File: src/rtl/riscv_ctrl_pkg.sv
// Shared states, opcodes, select encodings and per-state control word for multicycle_ctrl.
// The TRAP state is only reachable when CTRL_ILLEGAL_TRAP_EN is defined.
package riscv_ctrl_pkg;

  typedef enum logic [3:0] {
    StFetch,
    StDecode,
    StMemAdr,
    StMemRead,
    StMemWb,
    StMemWrite,
    StExecR,
    StExecI,
    StAluWb,
    StBeq,
    StJal,
    StTrap
  } state_e;

  localparam logic [6:0] OpcodeLw    = 7'b0000011;
  localparam logic [6:0] OpcodeSw    = 7'b0100011;
  localparam logic [6:0] OpcodeRtype = 7'b0110011;
  localparam logic [6:0] OpcodeItype = 7'b0010011;
  localparam logic [6:0] OpcodeBeq   = 7'b1100011;
  localparam logic [6:0] OpcodeJal   = 7'b1101111;

  typedef enum logic [1:0] {
    AluOpAdd,
    AluOpSub,
    AluOpFunct
  } alu_op_e;

  localparam logic [2:0] AluCtlAdd = 3'b000;
  localparam logic [2:0] AluCtlSub = 3'b001;
  localparam logic [2:0] AluCtlAnd = 3'b010;
  localparam logic [2:0] AluCtlOr  = 3'b011;
  localparam logic [2:0] AluCtlSlt = 3'b101;

  localparam logic [1:0] ImmI = 2'b00;
  localparam logic [1:0] ImmS = 2'b01;
  localparam logic [1:0] ImmB = 2'b10;
  localparam logic [1:0] ImmJ = 2'b11;

  localparam logic [1:0] ResAluOut    = 2'b00;
  localparam logic [1:0] ResData      = 2'b01;
  localparam logic [1:0] ResAluResult = 2'b10;

  localparam logic [1:0] SrcAPc    = 2'b00;
  localparam logic [1:0] SrcAOldPc = 2'b01;
  localparam logic [1:0] SrcARd1   = 2'b10;

  localparam logic [1:0] SrcBRd2  = 2'b00;
  localparam logic [1:0] SrcBImm  = 2'b01;
  localparam logic [1:0] SrcBFour = 2'b10;

  typedef struct packed {
    logic       adr_src;
    logic [1:0] result_src;
    logic [1:0] alu_src_a;
    logic [1:0] alu_src_b;
    logic [1:0] imm_src;
    alu_op_e    alu_op;
    logic       pc_update;
    logic       branch;
    logic       ir_w;
    logic       mem_w;
    logic       reg_w;
  } ctrl_t;

  // Moore control word for a state; opcode only matters for the lw/sw immediate in MEMADR.
  function automatic ctrl_t state_ctrl(state_e st, logic [6:0] opcode);
    ctrl_t c;
    c = '0;
    case (st)
      StFetch: begin
        c.alu_src_a  = SrcAPc;
        c.alu_src_b  = SrcBFour;
        c.alu_op     = AluOpAdd;
        c.result_src = ResAluResult;
        c.ir_w       = 1'b1;
        c.pc_update  = 1'b1;
      end
      StDecode: begin
        c.alu_src_a = SrcAOldPc;
        c.alu_src_b = SrcBImm;
        c.imm_src   = ImmB;
      end
      StMemAdr: begin
        c.alu_src_a = SrcARd1;
        c.alu_src_b = SrcBImm;
        c.alu_op    = AluOpAdd;
        c.imm_src   = (opcode == OpcodeSw) ? ImmS : ImmI;
      end
      StMemRead: c.adr_src = 1'b1;
      StMemWb: begin
        c.result_src = ResData;
        c.reg_w      = 1'b1;
      end
      StMemWrite: begin
        c.adr_src = 1'b1;
        c.mem_w   = 1'b1;
      end
      StExecR: begin
        c.alu_src_a = SrcARd1;
        c.alu_src_b = SrcBRd2;
        c.alu_op    = AluOpFunct;
      end
      StExecI: begin
        c.alu_src_a = SrcARd1;
        c.alu_src_b = SrcBImm;
        c.imm_src   = ImmI;
        c.alu_op    = AluOpFunct;
      end
      StAluWb: begin
        c.result_src = ResAluOut;
        c.reg_w      = 1'b1;
      end
      StBeq: begin
        c.alu_src_a  = SrcARd1;
        c.alu_src_b  = SrcBRd2;
        c.alu_op     = AluOpSub;
        c.result_src = ResAluOut;
        c.branch     = 1'b1;
      end
      StJal: begin
        c.alu_src_a  = SrcAOldPc;
        c.alu_src_b  = SrcBFour;
        c.result_src = ResAluOut;
        c.pc_update  = 1'b1;
        c.imm_src    = ImmJ;
      end
      default: ;
    endcase
    return c;
  endfunction

endpackage

File: src/rtl/alu_decoder.sv
// Combinational ALU control decode from alu_op, funct3, funct7b5 and opcode[5].
module alu_decoder
  import riscv_ctrl_pkg::*;
(
  input  alu_op_e    alu_op,
  input  logic [2:0] funct3,
  input  logic       funct7b5,
  input  logic       op5,
  output logic [2:0] alu_control
);

  always_comb begin
    alu_control = AluCtlAdd;
    case (alu_op)
      AluOpAdd: alu_control = AluCtlAdd;
      AluOpSub: alu_control = AluCtlSub;
      AluOpFunct: begin
        case (funct3)
          // Only R-type (op5=1) can encode sub; addi with imm[10] set stays add.
          3'b000:  alu_control = (op5 & funct7b5) ? AluCtlSub : AluCtlAdd;
          3'b010:  alu_control = AluCtlSlt;
          3'b110:  alu_control = AluCtlOr;
          3'b111:  alu_control = AluCtlAnd;
          default: alu_control = AluCtlAdd;
        endcase
      end
      default: alu_control = AluCtlAdd;
    endcase
  end

endmodule

File: src/rtl/multicycle_ctrl.sv
// Moore control FSM for a multicycle RV32I subset core with memory wait-state support.
// Define CTRL_ILLEGAL_TRAP_EN to trap unsupported opcodes in a sticky TRAP state.
module multicycle_ctrl
  import riscv_ctrl_pkg::*;
#(
  parameter bit USE_MEM_READY = 1'b1
) (
  input  logic       clk,
  input  logic       srst,
  input  logic [6:0] opcode,
  input  logic [2:0] funct3,
  input  logic       funct7b5,
  input  logic       zero,
  input  logic       mem_ready,
  output logic       pc_w,
  output logic       adr_src,
  output logic       mem_w,
  output logic       ir_w,
  output logic       reg_w,
  output logic [1:0] result_src,
  output logic [1:0] alu_src_a,
  output logic [1:0] alu_src_b,
  output logic [1:0] imm_src,
  output logic [2:0] alu_control,
  output logic       illegal
);

  state_e state_q, state_d;
  ctrl_t  ctrl_q;
  logic   mem_rdy;

  assign mem_rdy = mem_ready | ~USE_MEM_READY;

  always_comb begin
    state_d = state_q;
    case (state_q)
      StFetch: if (mem_rdy) state_d = StDecode;
      StDecode: begin
        case (opcode)
          OpcodeLw, OpcodeSw: state_d = StMemAdr;
          OpcodeRtype:        state_d = StExecR;
          OpcodeItype:        state_d = StExecI;
          OpcodeBeq:          state_d = StBeq;
          OpcodeJal:          state_d = StJal;
`ifdef CTRL_ILLEGAL_TRAP_EN
          default:            state_d = StTrap;
`else
          default:            state_d = StFetch;
`endif
        endcase
      end
      StMemAdr:   state_d = (opcode == OpcodeSw) ? StMemWrite : StMemRead;
      StMemRead:  if (mem_rdy) state_d = StMemWb;
      StMemWb:    state_d = StFetch;
      StMemWrite: if (mem_rdy) state_d = StFetch;
      StExecR:    state_d = StAluWb;
      StExecI:    state_d = StAluWb;
      StAluWb:    state_d = StFetch;
      StBeq:      state_d = StFetch;
      StJal:      state_d = StAluWb;
`ifdef CTRL_ILLEGAL_TRAP_EN
      StTrap:     state_d = StTrap;
`endif
      default:    state_d = StFetch;
    endcase
  end

  // The control word of the state being entered is registered with it, so every
  // select comes straight from a flop.
  always_ff @(posedge clk or negedge srst) begin
    if (!srst) begin
      state_q <= StFetch;
      ctrl_q  <= state_ctrl(StFetch, OpcodeLw);
    end else begin
      state_q <= state_d;
      ctrl_q  <= state_ctrl(state_d, opcode);
    end
  end

  // ir_w is set only in FETCH, so it also marks which pc_update must wait for memory.
  assign ir_w  = srst & ctrl_q.ir_w & mem_rdy;
  assign pc_w  = srst & ((ctrl_q.pc_update & (mem_rdy | ~ctrl_q.ir_w)) |
                         (ctrl_q.branch & zero));
  assign mem_w = srst & ctrl_q.mem_w;
  assign reg_w = srst & ctrl_q.reg_w;

  assign adr_src    = ctrl_q.adr_src;
  assign result_src = ctrl_q.result_src;
  assign alu_src_a  = ctrl_q.alu_src_a;
  assign alu_src_b  = ctrl_q.alu_src_b;
  assign imm_src    = ctrl_q.imm_src;

  alu_decoder u_alu_decoder (
    .alu_op      (ctrl_q.alu_op),
    .funct3      (funct3),
    .funct7b5    (funct7b5),
    .op5         (opcode[5]),
    .alu_control (alu_control)
  );

`ifdef CTRL_ILLEGAL_TRAP_EN
  logic illegal_q;

  always_ff @(posedge clk or negedge srst) begin
    if (!srst) begin
      illegal_q <= 1'b0;
    end else if (state_d == StTrap) begin
      illegal_q <= 1'b1;
    end
  end

  assign illegal = illegal_q;
`else
  assign illegal = 1'b0;
`endif

endmodule

File: config.mk
export PLATFORM = sky130hd
export DESIGN_NAME = multicycle_ctrl
export DESIGN_NICKNAME = d
export VERILOG_FILES = /design/src/rtl/riscv_ctrl_pkg.sv /design/src/rtl/alu_decoder.sv /design/src/rtl/multicycle_ctrl.sv
export SDC_FILE = /design/constraint.sdc
export NUM_CORES = 1
export LEC_CHECK = 0
export BUFFER_PORTS_ARGS = -buffer_cell sky130_fd_sc_hd__buf_4
export CAP_MARGIN = 20
export CORE_MARGIN = 2
export CORE_UTILIZATION = 45
export CTS_CLUSTER_DIAMETER = 50
export DETAILED_ROUTE_END_ITERATION = 10
export PLACE_DENSITY_LB_ADDON = 0.05
export SLEW_MARGIN = 40
export SYNTH_ARGS = -nofsm -noshare
export SYNTH_HDL_FRONTEND = slang
export SYNTH_HIERARCHICAL = 1
export SYNTH_SLANG_ARGS = --single-unit
File: constraint.sdc
create_clock -name clk -period 1.66 [get_ports clk]
set_input_delay 0.083 -clock clk [delete_from_list [all_inputs] [get_ports clk]]
set_output_delay 0.083 -clock clk [all_outputs]
set_load 0.02 [all_outputs]
# After elaboration in Yosys (flattened, before gate mapping)
# Cells that the tools add are included.
dict set report totals {
  ff_bits 20
  input_bits 15
  out_inout_bits 17
}
dict set report classes {
  n_eq_ne 28
  mux 20
  bitwise_logic 11
  reduce_logical 11
}
# op count
set op_table {}
lappend op_table {{4-bit one-hot mux with 5 select lines} 2}
lappend op_table {{4-bit by 3-bit == test with 1-bit output (second input constant)} 7}
lappend op_table {{4-bit one-hot mux with 6 select lines} 1}
lappend op_table {{4-bit by 2-bit == test with 1-bit output (second input constant)} 4}
lappend op_table {{4-bit == test (second input constant)} 4}
lappend op_table {{7-bit by 6-bit == test with 1-bit output (second input constant)} 2}
lappend op_table {{7-bit == test (second input constant)} 2}
lappend op_table {{2-bit OR reduction} 7}
lappend op_table {{4-bit 2-to-1 mux} 3}
lappend op_table {{3-bit one-hot mux with 4 select lines} 1}
lappend op_table {{1-bit bitwise AND} 8}
lappend op_table {{4-bit by 1-bit == test with 1-bit output (second input constant)} 2}
lappend op_table {{4-bit logical NOT} 2}
lappend op_table {{1-bit 2-to-1 mux} 8}
lappend op_table {{2-bit one-hot mux with 2 select lines} 2}
lappend op_table {{7-bit by 2-bit == test with 1-bit output (second input constant)} 1}
lappend op_table {{7-bit by 5-bit == test with 1-bit output (second input constant)} 1}
lappend op_table {{3-bit == test (second input constant)} 2}
lappend op_table {{2-bit one-hot mux with 3 select lines} 1}
lappend op_table {{3-bit one-hot mux with 2 select lines} 1}
lappend op_table {{3-bit by 2-bit == test with 1-bit output (second input constant)} 1}
lappend op_table {{3-bit logical NOT} 1}
lappend op_table {{3-bit 2-to-1 mux} 1}
lappend op_table {{3-bit OR reduction} 1}
lappend op_table {{other kinds (4)} 5}

# Depth between registers and ports, before layout
# Gate-level depths: netlist (run 1).
dict set report depth {
  depth_word 7
  mapped_depth 7
  depth_no_buf 6
}

# By module
# Netlist (run 1), hierarchy kept.
# module instances cells_each area_per_inst_um2 seq_area_each_um2
set modules_own_cells {}
lappend modules_own_cells {multicycle_ctrl 1 106 989.7 454.2}
lappend modules_own_cells {alu_decoder 1 11 96.3 0.0}

# Worst setup path before layout (run 1)
# OpenSTA, ideal clock, no wires.
dict set report synth_timing {
  path_kind {register to register}
  start {reg state_q[1]}
  end {reg ctrl_q (netlist bit alu_src_b[1])}
  setup_ns 0.073
  t_arrival_ns 1.686
  required_time_ns 1.587
  path_slack_ns -0.099
  stages_incl_launch_ff 7
  path_buffers 1
  period_less_slack_ns 1.759
  path_cell_list {dfrtp_1 > buf_4 > nand4b_1 > o41a_1 > o21a_1 > or3_1 > a21oi_1}
}
dict set report synth_between {
  elab_chain_len 6
  elab_cells_between_ends 23
  classes_between {eq/ne: 13; mux: 5; reduce/logical: 5}
}
# item line_no
set synth_rtl {}
lappend synth_rtl {{from (decl)} multicycle_ctrl.sv:28} ;# state_e state_q, state_d;
lappend synth_rtl {{from (signal assigned)} multicycle_ctrl.sv:72} ;# state_q <= StFetch;
lappend synth_rtl {{from (signal assigned)} multicycle_ctrl.sv:75} ;# state_q <= state_d;
lappend synth_rtl {{4-bit == test / 4-bit by 3-bit == test with 1-bit output (equally long branches)} multicycle_ctrl.sv:36} ;# case (state_q)
lappend synth_rtl {{3-bit OR reduction (no source line)} --}
lappend synth_rtl {{4-bit one-hot mux with 6 select lines *} multicycle_ctrl.sv:36}
lappend synth_rtl {{4-bit == test (tied with other cells)} riscv_ctrl_pkg.sv:74} ;# case (st)
lappend synth_rtl {{2-bit OR reduction (no source line)} --}
lappend synth_rtl {{4-bit one-hot mux with 5 select lines *} riscv_ctrl_pkg.sv:74}
lappend synth_rtl {{to (signal assigned)} multicycle_ctrl.sv:73} ;# ctrl_q <= state_ctrl(StFetch, OpcodeLw);
lappend synth_rtl {{to (signal assigned)} multicycle_ctrl.sv:76} ;# ctrl_q <= state_ctrl(state_d, opcode);
lappend synth_rtl {{to (decl)} multicycle_ctrl.sv:29} ;# ctrl_t ctrl_q;
# Mark *: on every way between the ends. The rest lies on a longest branch, timed or not.

# Worst setup path in the final report (run 1)
dict set report layout_timing {
  start {reg state_q[0]}
  end {reg ctrl_q[4] (netlist bit)}
}
dict set report layout_between {
  elab_chain_len 6
  elab_cells_between_ends 17
  classes_between {eq/ne: 8; mux: 5; reduce/logical: 4}
}
# item line_no
set layout_rtl {}
lappend layout_rtl {{4-bit == test / 4-bit by 3-bit == test with 1-bit output (equally long branches)} multicycle_ctrl.sv:36}
lappend layout_rtl {{3-bit OR reduction (no source line)} --}
lappend layout_rtl {{4-bit one-hot mux with 6 select lines *} multicycle_ctrl.sv:36}
lappend layout_rtl {{4-bit == test / 4-bit logical NOT (equally long branches)} riscv_ctrl_pkg.sv:74}
lappend layout_rtl {{2-bit OR reduction (no source line) *} --}
lappend layout_rtl {{1-bit 2-to-1 mux *} riscv_ctrl_pkg.sv:74}
# Marks and branches as above.

==> flow_summary.yaml, run 1 <==
status:
  status: "finished with violations"
  violations: "negative setup slack"
clock_tree:
  clock_latency_ps: 290
  cts_sinks: 18
  htree_num_levels: 1
  cts_max_path_buffers: 2
  cts_tree: "done"
  clk_pin_slew_ps: 100
  cts-root-buf: "clkbuf_4"
  cts_buffers: 3
worst_setup_path:
  required_ps: 1890
  cp-end-kind: "flip-flop"
  regToRegEndpoint: "ctrl_q[4]"
  arrival_ps: 1940
  critPathLaunchType: "flip-flop"
  rrSetupSlack_ps: -50
  worstPathMaxFanout: 7
  ff2ff_path_depth: 6
  r2r_start: "state_q[0]"
  worstSetupPathType: "reg2reg"
place:
  io_buffers: 30
  hpwl_um: 1775
  place_area_um2: 1326
  dpl.cell_count: 171
  place_congestion: 0.8553
  detailedPlace.worstSlack_ps: -66.87
synthesis:
  synth_warnings: 6
  synthMuxAreaShare: 0
  synth-edff-count: 0
  netlist_instances: 117
  syn_avg_cell_area_um2: 9.282
  yosysTopAreaCellShare: 0.3456
  synth_compound_area_frac: 0.1452
  ys_types: 42
  yosys.area_share.simple: 0.2869
  synth-seq-area-share: 0.4182
  synth-async-reset-ratio: 1.000
  synth.largest_area_cell: "dfrtp_1"
  synth.most_common_cell: "dfrtp_1"
  synth.area.top_cells: "dfrtp_1, buf_4, dfstp_2"
  ys_seq_elements: 18
  synth_top_family_by_area: "simple AND/OR/NAND/NOR gates"
  synth_nets: 134
  synthFlopType: "dfrtp_1"
  synthXorXnorAreaFrac: 0.008065
  syn-cell-area_um2: 1086
  synth_common_cells: "dfrtp_1, buf_4, nor2_1"
  synth_fa_ha_area_frac: 0.02304
power_and_ir_drop:
  seq_power_share: 0.513
  clkPwrFrac: 0.285
  vdd_ir_drop_max_mv: 0.7372
  switching_share: 0.2532
  p_switching_mw: 0.2325
  power.leakage_nw: 0.6835
  comb_power_share: 0.202
  powerDensity_nw_per_um2: 624.6
  internal-power_mw: 0.6857
cells_and_area:
  nets: 169
  fin_area_um2: 1470
  area_growth_pct: 35.37
  fillers: 192
  stdcell_count: 179
  multi_input_area_um2: 575.6
  drive_gt1_frac: 0.4834
  regArea_um2: 457.9
  diodes: 0
global_routing:
  grt_max_degree: 23
  grt_pass1_wl_um: 4015
  grtUsageTotal: 0.1970
  grt_use_met3: 0.05367
  grt_use_met2: 0.3354
  first_global_vias: 905
  grt_busiest_layer: "met2"
  met1_usage: 0.2554
  grt_overflow_total: 0
  antenna_found_initial: 0
timing:
  grt_setup_unrepaired: "true"
  finalClockSkew_ps: 5.625
  period_needed_ps: 1713
  max_clock_freq_mhz: 583.7
  drv_slew: 0
  fin_ws_ps: -53.07
  finalHoldViolations: 0
  setup_viol: 6
  fin_crit_sh: 1.032
routing:
  num_vias: 954
  avgViaCountPerCell: 5.330
  drcViolationCount: 0
  drt_iter0_markers: 13
  first_pass_iters: 4
  antenna_left: 0
  routedWlPerCell_um: 13.34
  wl_um: 2388
die:
  core_um2: 2255
  fp.dieH_um: 53.13
  die_w_um: 53.13
  dieArea_um2: 2822
  start_util: 0.4817
  ios: 32
  rows: 17
run:
  maxCapViolCount: 0
worst_hold_path:
  min-delay-start: "opcode[4]"
  min_to: "ctrl_q[6]"
  hold_class: "in2reg"
  whs_path_depth: 3
metrics by stage:
step	TNS (ps)	util	hold WS [ps]	power, mW
floorplan	-47.73	-	-212.6	0.5785
global placement	-330.0	0.5882	-33.60	0.6463
detailed placement	-218.3	0.5882	-27.84	0.6487
CTS	-186.2	0.6260	60.04	0.9192
global route	-877.9	0.6521	58.27	0.9679
finish	-132.1	0.6521	66.93	0.9182
repair_timing:
| item | in CTS | in global routing |
|---|---|---|
| setup buffers | 2 | 1 |
| resized for setup | 9 | 12 |
| pin swaps | 5 | 5 |
| endpoints found under the setup margin | 8 | 13 |
| hold buffers | 1 | 0 |
| hold endpoints to repair | 18 | 0 |
how the worst max path moves through the flow:
stage / startpoint / end / slack (ps) / cells past startpoint
after global routing: state_q[1] / ctrl_q[4] / -150 / 5
after global placement: state_q[0] / ctrl_q[2] / -100 / 5
after CTS: state_q[1] / ctrl_q[4] / -50 / 5
after floorplan: state_q[1] / alu_src_b[1] / -20 / 6
after detailed placement: state_q[0] / ctrl_q[2] / -70 / 5
final: state_q[0] / ctrl_q[4] / -50 / 6
critical path: stages (launching register included):
cell and delay, ps:
dfrtp_2 470, a21bo_4 230, buf_4 130, nand2_1 60, o211ai_1 180, or3_4 440
a21oi_1 130
flip-flops by register name (all words and copies together) (netlist names):
register / cells
result_src: 1
imm_src: 1
alu_src_a: 2
adr_src: 1
state_q: 4
alu_src_b: 2
ctrl_q: 7
final cells by class:
| class | count | share of cell area |
|---|---|---|
| clock buffers | 4 | 0.02468 |
| inverters | 8 | 0.02213 |
| multi-input cells | 77 | 0.3915 |
| flip-flops and latches | 18 | 0.3115 |
| well taps | 28 | 0.02383 |
| repair buffers | 44 | 0.2264 |
power by group through the flow:
stage / sequential [mW] / combinational (mW) / clock [mW]
2_1_floorplan: 0.474 / 0.104 / 0
3_3_place_gp: 0.479 / 0.167 / 0
3_5_place_dp: 0.479 / 0.170 / 0
4_1_cts: 0.471 / 0.177 / 0.272
5_1_grt: 0.474 / 0.203 / 0.291
6_report: 0.471 / 0.185 / 0.261
placed cells by master (no fill, tap or decap), types with 2 or more instances in the layout:
master    count
nand4b_1      2
nand3_1       3
nand3b_1      3
o21a_1        2
dfrtp_2       3
nor3_1        3
clkbuf_4      3
inv_1         7
nor3b_2       2
nor2_1        9
a21oi_1       3
o31a_1        2
dfrtp_1      12
dfstp_2       3
o211ai_1      3
and2_1        5
buf_4        43
nand2_1       8
kinds of logic (layout without fill, tap and decap cells):
logic type                 after synthesis  count (layout)
DFF                                     18              18
other                                    1               1
AOI/OAI and AO/OA                       21              21
adders and majority gates                2               2
buffers and inverters                   22              56
and+or+nand+nor                         52              52
xor gates and xnor gates                 1               1
metal layers:
metal	vias to the layer above	routed length (um)
met3	0	141
met2	28	1208
met5	-	0
met4	0	0
li1	462	-
met1	464	1038
(Power assumes the default switching activity.)
==> run 2: changes to the inputs <==
- clock period: 1.66 -> 2.15 ns (I/O delays scaled with it)
==> run 2 against run 1 <==
Against the previous run:
- die area unchanged
- clock skew about the same
- first-iteration DRC count down 7.7%
- final cell count down 6.1%
- register-to-register slack better by 310 ps
- sequential power down 23%
- the run now ends clean
- via count down 6.9%
- wire length down 12%
- combinational power down 35%
- global-route usage down 3.4 points
==> flow_summary.yaml, run 2 (synthesis results as in run 1) <==
status:
  status: "finished, final reports clean"
timing:
  period_needed_ps: 1891
  max_clock_freq_mhz: 528.8
  finalHoldViolations: 0
  fin_crit_sh: 0.8796
  grt_setup_unrepaired: "false"
  fin_setup_tns_ps: 0
  drv_slew: 0
  setup_viol: 0
  finalClockSkew_ps: 5.245
cells_and_area:
  diodes: 0
  multi_input_area_um2: 506.7
  postLayoutCoreUtil: 0.5821
  top_regs: "ctrl_q (7), state_q (4)"
  largest_reg_flops: 7
  nets: 158
  fillers: 207
  area_growth_pct: 20.85
  final_common_cell: "buf_4"
  largest-register: "ctrl_q"
  regArea_um2: 454.2
  drive_gt1_frac: 0.3357
  layout_common_cells: "buf_4, dfrtp_1, nor2_1"
worst_setup_path:
  slowest_stage: "dfrtp_1"
  required_ps: 2370
  cp-end-kind: "flip-flop"
  max_stage_delay_ps: 480
  path_buf_inv: 0
  arrival_ps: 2110
  worstPathMaxFanout: 10
  critPathLaunchType: "flip-flop"
  worstSetupPathType: "reg2reg"
  path_cells: "nand4b_1 > o41a_1 > o21a_1 > or3_1 > a21oi_1"
  path_delay_family: "compound AO/OA/AOI/OAI gates"
clock_tree:
  cts_max_path_buffers: 2
  post-cts-setup-buffers: 0
  cts_buffers: 3
  cts_sinks: 18
  clk_pin_slew_ps: 90
  cts-root-buf: "clkbuf_4"
  cts_resized: 0
  htree_num_levels: 1
  clock_latency_ps: 290
  cts_tree: "done"
global_routing:
  grtUsageTotal: 0.1633
  first_global_vias: 793
  grt_overflow_total: 0
  antenna_found_initial: 0
  grt_max_degree: 23
  grt_pass1_wl_um: 3284
power_and_ir_drop:
  internal-power_mw: 0.5159
  powerDensity_nw_per_um2: 521.3
  seq_power_share: 0.534
  p_switching_mw: 0.1683
  switching_share: 0.2460
  power.leakage_nw: 0.6245
  clkPwrFrac: 0.290
  vdd_ir_drop_max_mv: 0.4434
  comb_power_share: 0.176
  finalPower_mw: 0.6842
die:
  start_util: 0.4817
  die_w_um: 53.13
  dieArea_um2: 2822
  fp.dieH_um: 53.13
  ios: 32
  core_um2: 2255
  rows: 17
routing:
  routedWlPerCell_um: 12.54
  wl_um: 2106
  first_pass_iters: 5
  drcViolationCount: 0
  drt_iter0_markers: 12
  antenna_left: 0
  avgViaCountPerCell: 5.286
  num_vias: 888
place:
  place_congestion: 0.8904
  io_buffers: 30
  hpwl_um: 1684
worst_hold_path:
  hold_class: "in2reg"
run:
  maxCapViolCount: 0
run 2: cell types whose count changed in the layout (fill, tap and decap cells not counted), moves of 2 or more:
cell,before,now
dfrtp_2,3,0
o21ai_0,1,3
nor3b_1,0,2
buf_4,43,32
nor3b_2,2,0
dfrtp_1,12,15
run 2: layer usage:
layer	vias to the layer above	global-route usage	share of wire
li1	440	-	-
met1	424	0.1940	0.44
met2	20	0.2729	0.50
met3	4	0.05085	0.044
met4	0	0.06410	0.014
met5	-	0	0
run 2: repair_timing:
action,in CTS,in global routing
hold buffers,1,0
setup endpoints to repair,0,0
endpoints found under the hold margin,18,0
run 2: stage by stage:
step	instance area, um^2	instances	hold WS (ps)	setup WS [ps]
after detailed placement	1266	163	-6.895	280.4
after global placement	1266	163	-7.919	351.3
after CTS	1313	168	91.42	246.0
after floorplan	1086	117	-188.1	391.3
final	1313	168	102.1	258.8
after global routing	1313	168	93.43	131.4
run 2: worst paths after layout:
path,from,to,slack [ps],cells past startpoint
max in group asynchronous,srst,ctrl_q[2],1670,2
min in group asynchronous,srst,ctrl_q[0],220,2
max,state_q[1],ctrl_q[4],260,5
min reg2reg,state_q[3],adr_src,560,1
min,opcode[4],ctrl_q[6],100,3
max reg2reg,state_q[1],ctrl_q[4],260,5
run 2: tightest hold or removal path: stages:
cell     delay (ps)
buf_4           130
nand2_1          60
nor2_1           60
run 2: cell type report:
cell class / count / share of cell area
Sequential cell: 18 / 0.3460
Inverter: 8 / 0.02288
Clock buffer: 4 / 0.02765
Timing Repair Buffer: 33 / 0.1907
Tap cell: 28 / 0.02669
Multi-Input combinational cell: 77 / 0.3861
run 2: power groups by stage:
| stage | sequential, mW | clock (mW) | combinational [mW] |
|---|---|---|---|
| detailed placement | 0.372 | 0 | 0.121 |
| CTS | 0.365 | 0.209 | 0.122 |
| floorplan | 0.366 | 0 | 0.0804 |
| global route | 0.367 | 0.224 | 0.133 |
| global placement | 0.371 | 0 | 0.120 |
| finish | 0.365 | 0.198 | 0.121 |
==> run 3: changes to the inputs <==
- BUFFER_PORTS_ARGS: -buffer_cell sky130_fd_sc_hd__buf_4 -> -buffer_cell sky130_fd_sc_hd__buf_2
- MAX_ROUTING_LAYER: unset -> met4
==> run 3 against run 2 <==
Against the previous run:
- critical path depth unchanged
- sequential power about the same
- largest cell class unchanged
- first-iteration DRC count up 58%
==> flow_summary.yaml, run 3 (synthesis results as in run 1) <==
clock_tree:
  htree_num_levels: 1
  cts_tree: "done"
  cts_resized: 0
  cts_sinks: 18
  cts_buffers: 3
  post-cts-setup-buffers: 0
  cts-root-buf: "clkbuf_4"
  clock_latency_ps: 280
  cts_hold_buf: 1
  clk_pin_slew_ps: 90
  cts_max_path_buffers: 2
power_and_ir_drop:
  finalPower_mw: 0.6684
  powerDensity_nw_per_um2: 540.1
  vdd_ir_drop_max_mv: 0.4911
  power.leakage_nw: 0.6097
timing:
  max_clock_freq_mhz: 538.6
  finalClockSkew_ps: 1.802
  fin_setup_tns_ps: 0
  finalHoldViolations: 0
  period_needed_ps: 1857
  drv_slew: 0
  fin_crit_sh: 0.8635
  grt_setup_unrepaired: "false"
  setup_viol: 0
worst_setup_path:
  regToRegEndpoint: "alu_src_b[1]"
  arrival_ps: 2080
  r2r_start: "state_q[1]"
  worstSetupPathType: "reg2reg"
  critPathLaunchType: "flip-flop"
  required_ps: 2370
  ff2ff_path_depth: 5
  rrSetupSlack_ps: 290
  cp-end-kind: "flip-flop"
  worstPathMaxFanout: 10
cells_and_area:
  regArea_um2: 454.2
  drive_gt1_frac: 0.3357
  largest-register: "ctrl_q"
  top_regs: "ctrl_q (7), state_q (4)"
  layout_common_cells: "buf_2, dfrtp_1, nor2_1"
  fillers: 226
  final_common_cell: "buf_2"
  area_growth_pct: 13.94
  nets: 158
  diodes: 0
  largest_reg_flops: 7
  multi_input_area_um2: 506.7
routing:
  num_vias: 872
  wl_um: 2011
  drt-met1-wl_um: 873
  drt_iter0_markers: 19
  avgViaCountPerCell: 5.190
  routedWlPerCell_um: 11.97
  antenna_left: 0
  topRoutingLayerUsed: "met4"
  wl_met2_um: 1009
  route.met3.wl_um: 122
  drcViolationCount: 0
  first_pass_iters: 5
die:
  die_w_um: 53.13
  rows: 17
  ios: 32
  dieArea_um2: 2822
  core_um2: 2255
  fp.dieH_um: 53.13
  start_util: 0.4817
worst_hold_path:
  min-delay-start: "opcode[4]"
  min_to: "ctrl_q[6]"
  whs_path_depth: 3
  hold_class: "in2reg"
global_routing:
  grtUsageTotal: 0.1682
  grt_pass1_wl_um: 3318
  antenna_found_initial: 0
  first_global_vias: 786
  grt_overflow_total: 0
  grt_max_degree: 23
place:
  io_buffers: 30
  hpwl_um: 1612
  place_congestion: 0.8351
status:
  status: "finished, final reports clean"
run:
  maxCapViolCount: 0
[run 3: cell counts in the layout (fill, tap and decap cells not counted)]
No cell type changed its count.
[run 3: where the power goes]
part | switching (mW) | internal (mW) | total, mW | leakage [nW]
clock | 0.0943 | 0.103 | 0.197 | 0.0210
sequential | 0.00883 | 0.355 | 0.364 | 0.236
combinational | 0.0636 | 0.0434 | 0.107 | 0.352
[run 3: how the worst max path moves through the flow]
stage,endpoint,from,depth (start not counted),slack (ps)
after floorplan,alu_src_b[1],state_q[1],6,390
after global placement,ctrl_q[4],state_q[1],5,350
after detailed placement,alu_src_b[1],state_q[1],5,300
after CTS,alu_src_b[1],state_q[1],5,280
after global routing,ctrl_q[4],state_q[1],5,160
final,alu_src_b[1],state_q[1],5,290
[run 3: area by class of cell]
| cell class | instances | share of cell area |
|---|---|---|
| Sequential cell | 18 | 0.3670 |
| Multi-Input combinational cell | 77 | 0.4095 |
| Clock buffer | 4 | 0.02932 |
| Inverter | 8 | 0.02427 |
| Timing Repair Buffer | 33 | 0.1416 |
| Tap cell | 28 | 0.02831 |
[run 3: critical path, cell delays in order (launching register included)]
cell and delay [ps]:
dfrtp_1 470, nand4b_1 220, o41a_1 320, o21a_1 220
or3_1 400, a21oi_1 160
[run 3: layer usage]
layer / track usage / vias to the layer above
li1: - / 443
met1: 0.2014 / 403
met2: 0.2792 / 24
met3: 0.05932 / 2
met4: 0.02564 / 0
met5: - / -
[run 3: metrics by stage]
stage               utilization  instances  cell area, um^2  hold slack, ps  worst slack [ps]
finish                   0.5488        168             1237           107.1             293.4
CTS                      0.5488        168             1237           100.1             277.5
global route             0.5488        168             1237           99.50             157.1
floorplan                     -        117             1086          -188.1             391.3
global placement         0.5283        163             1191           63.49             350.0
detailed placement       0.5283        163             1191           71.46             304.9
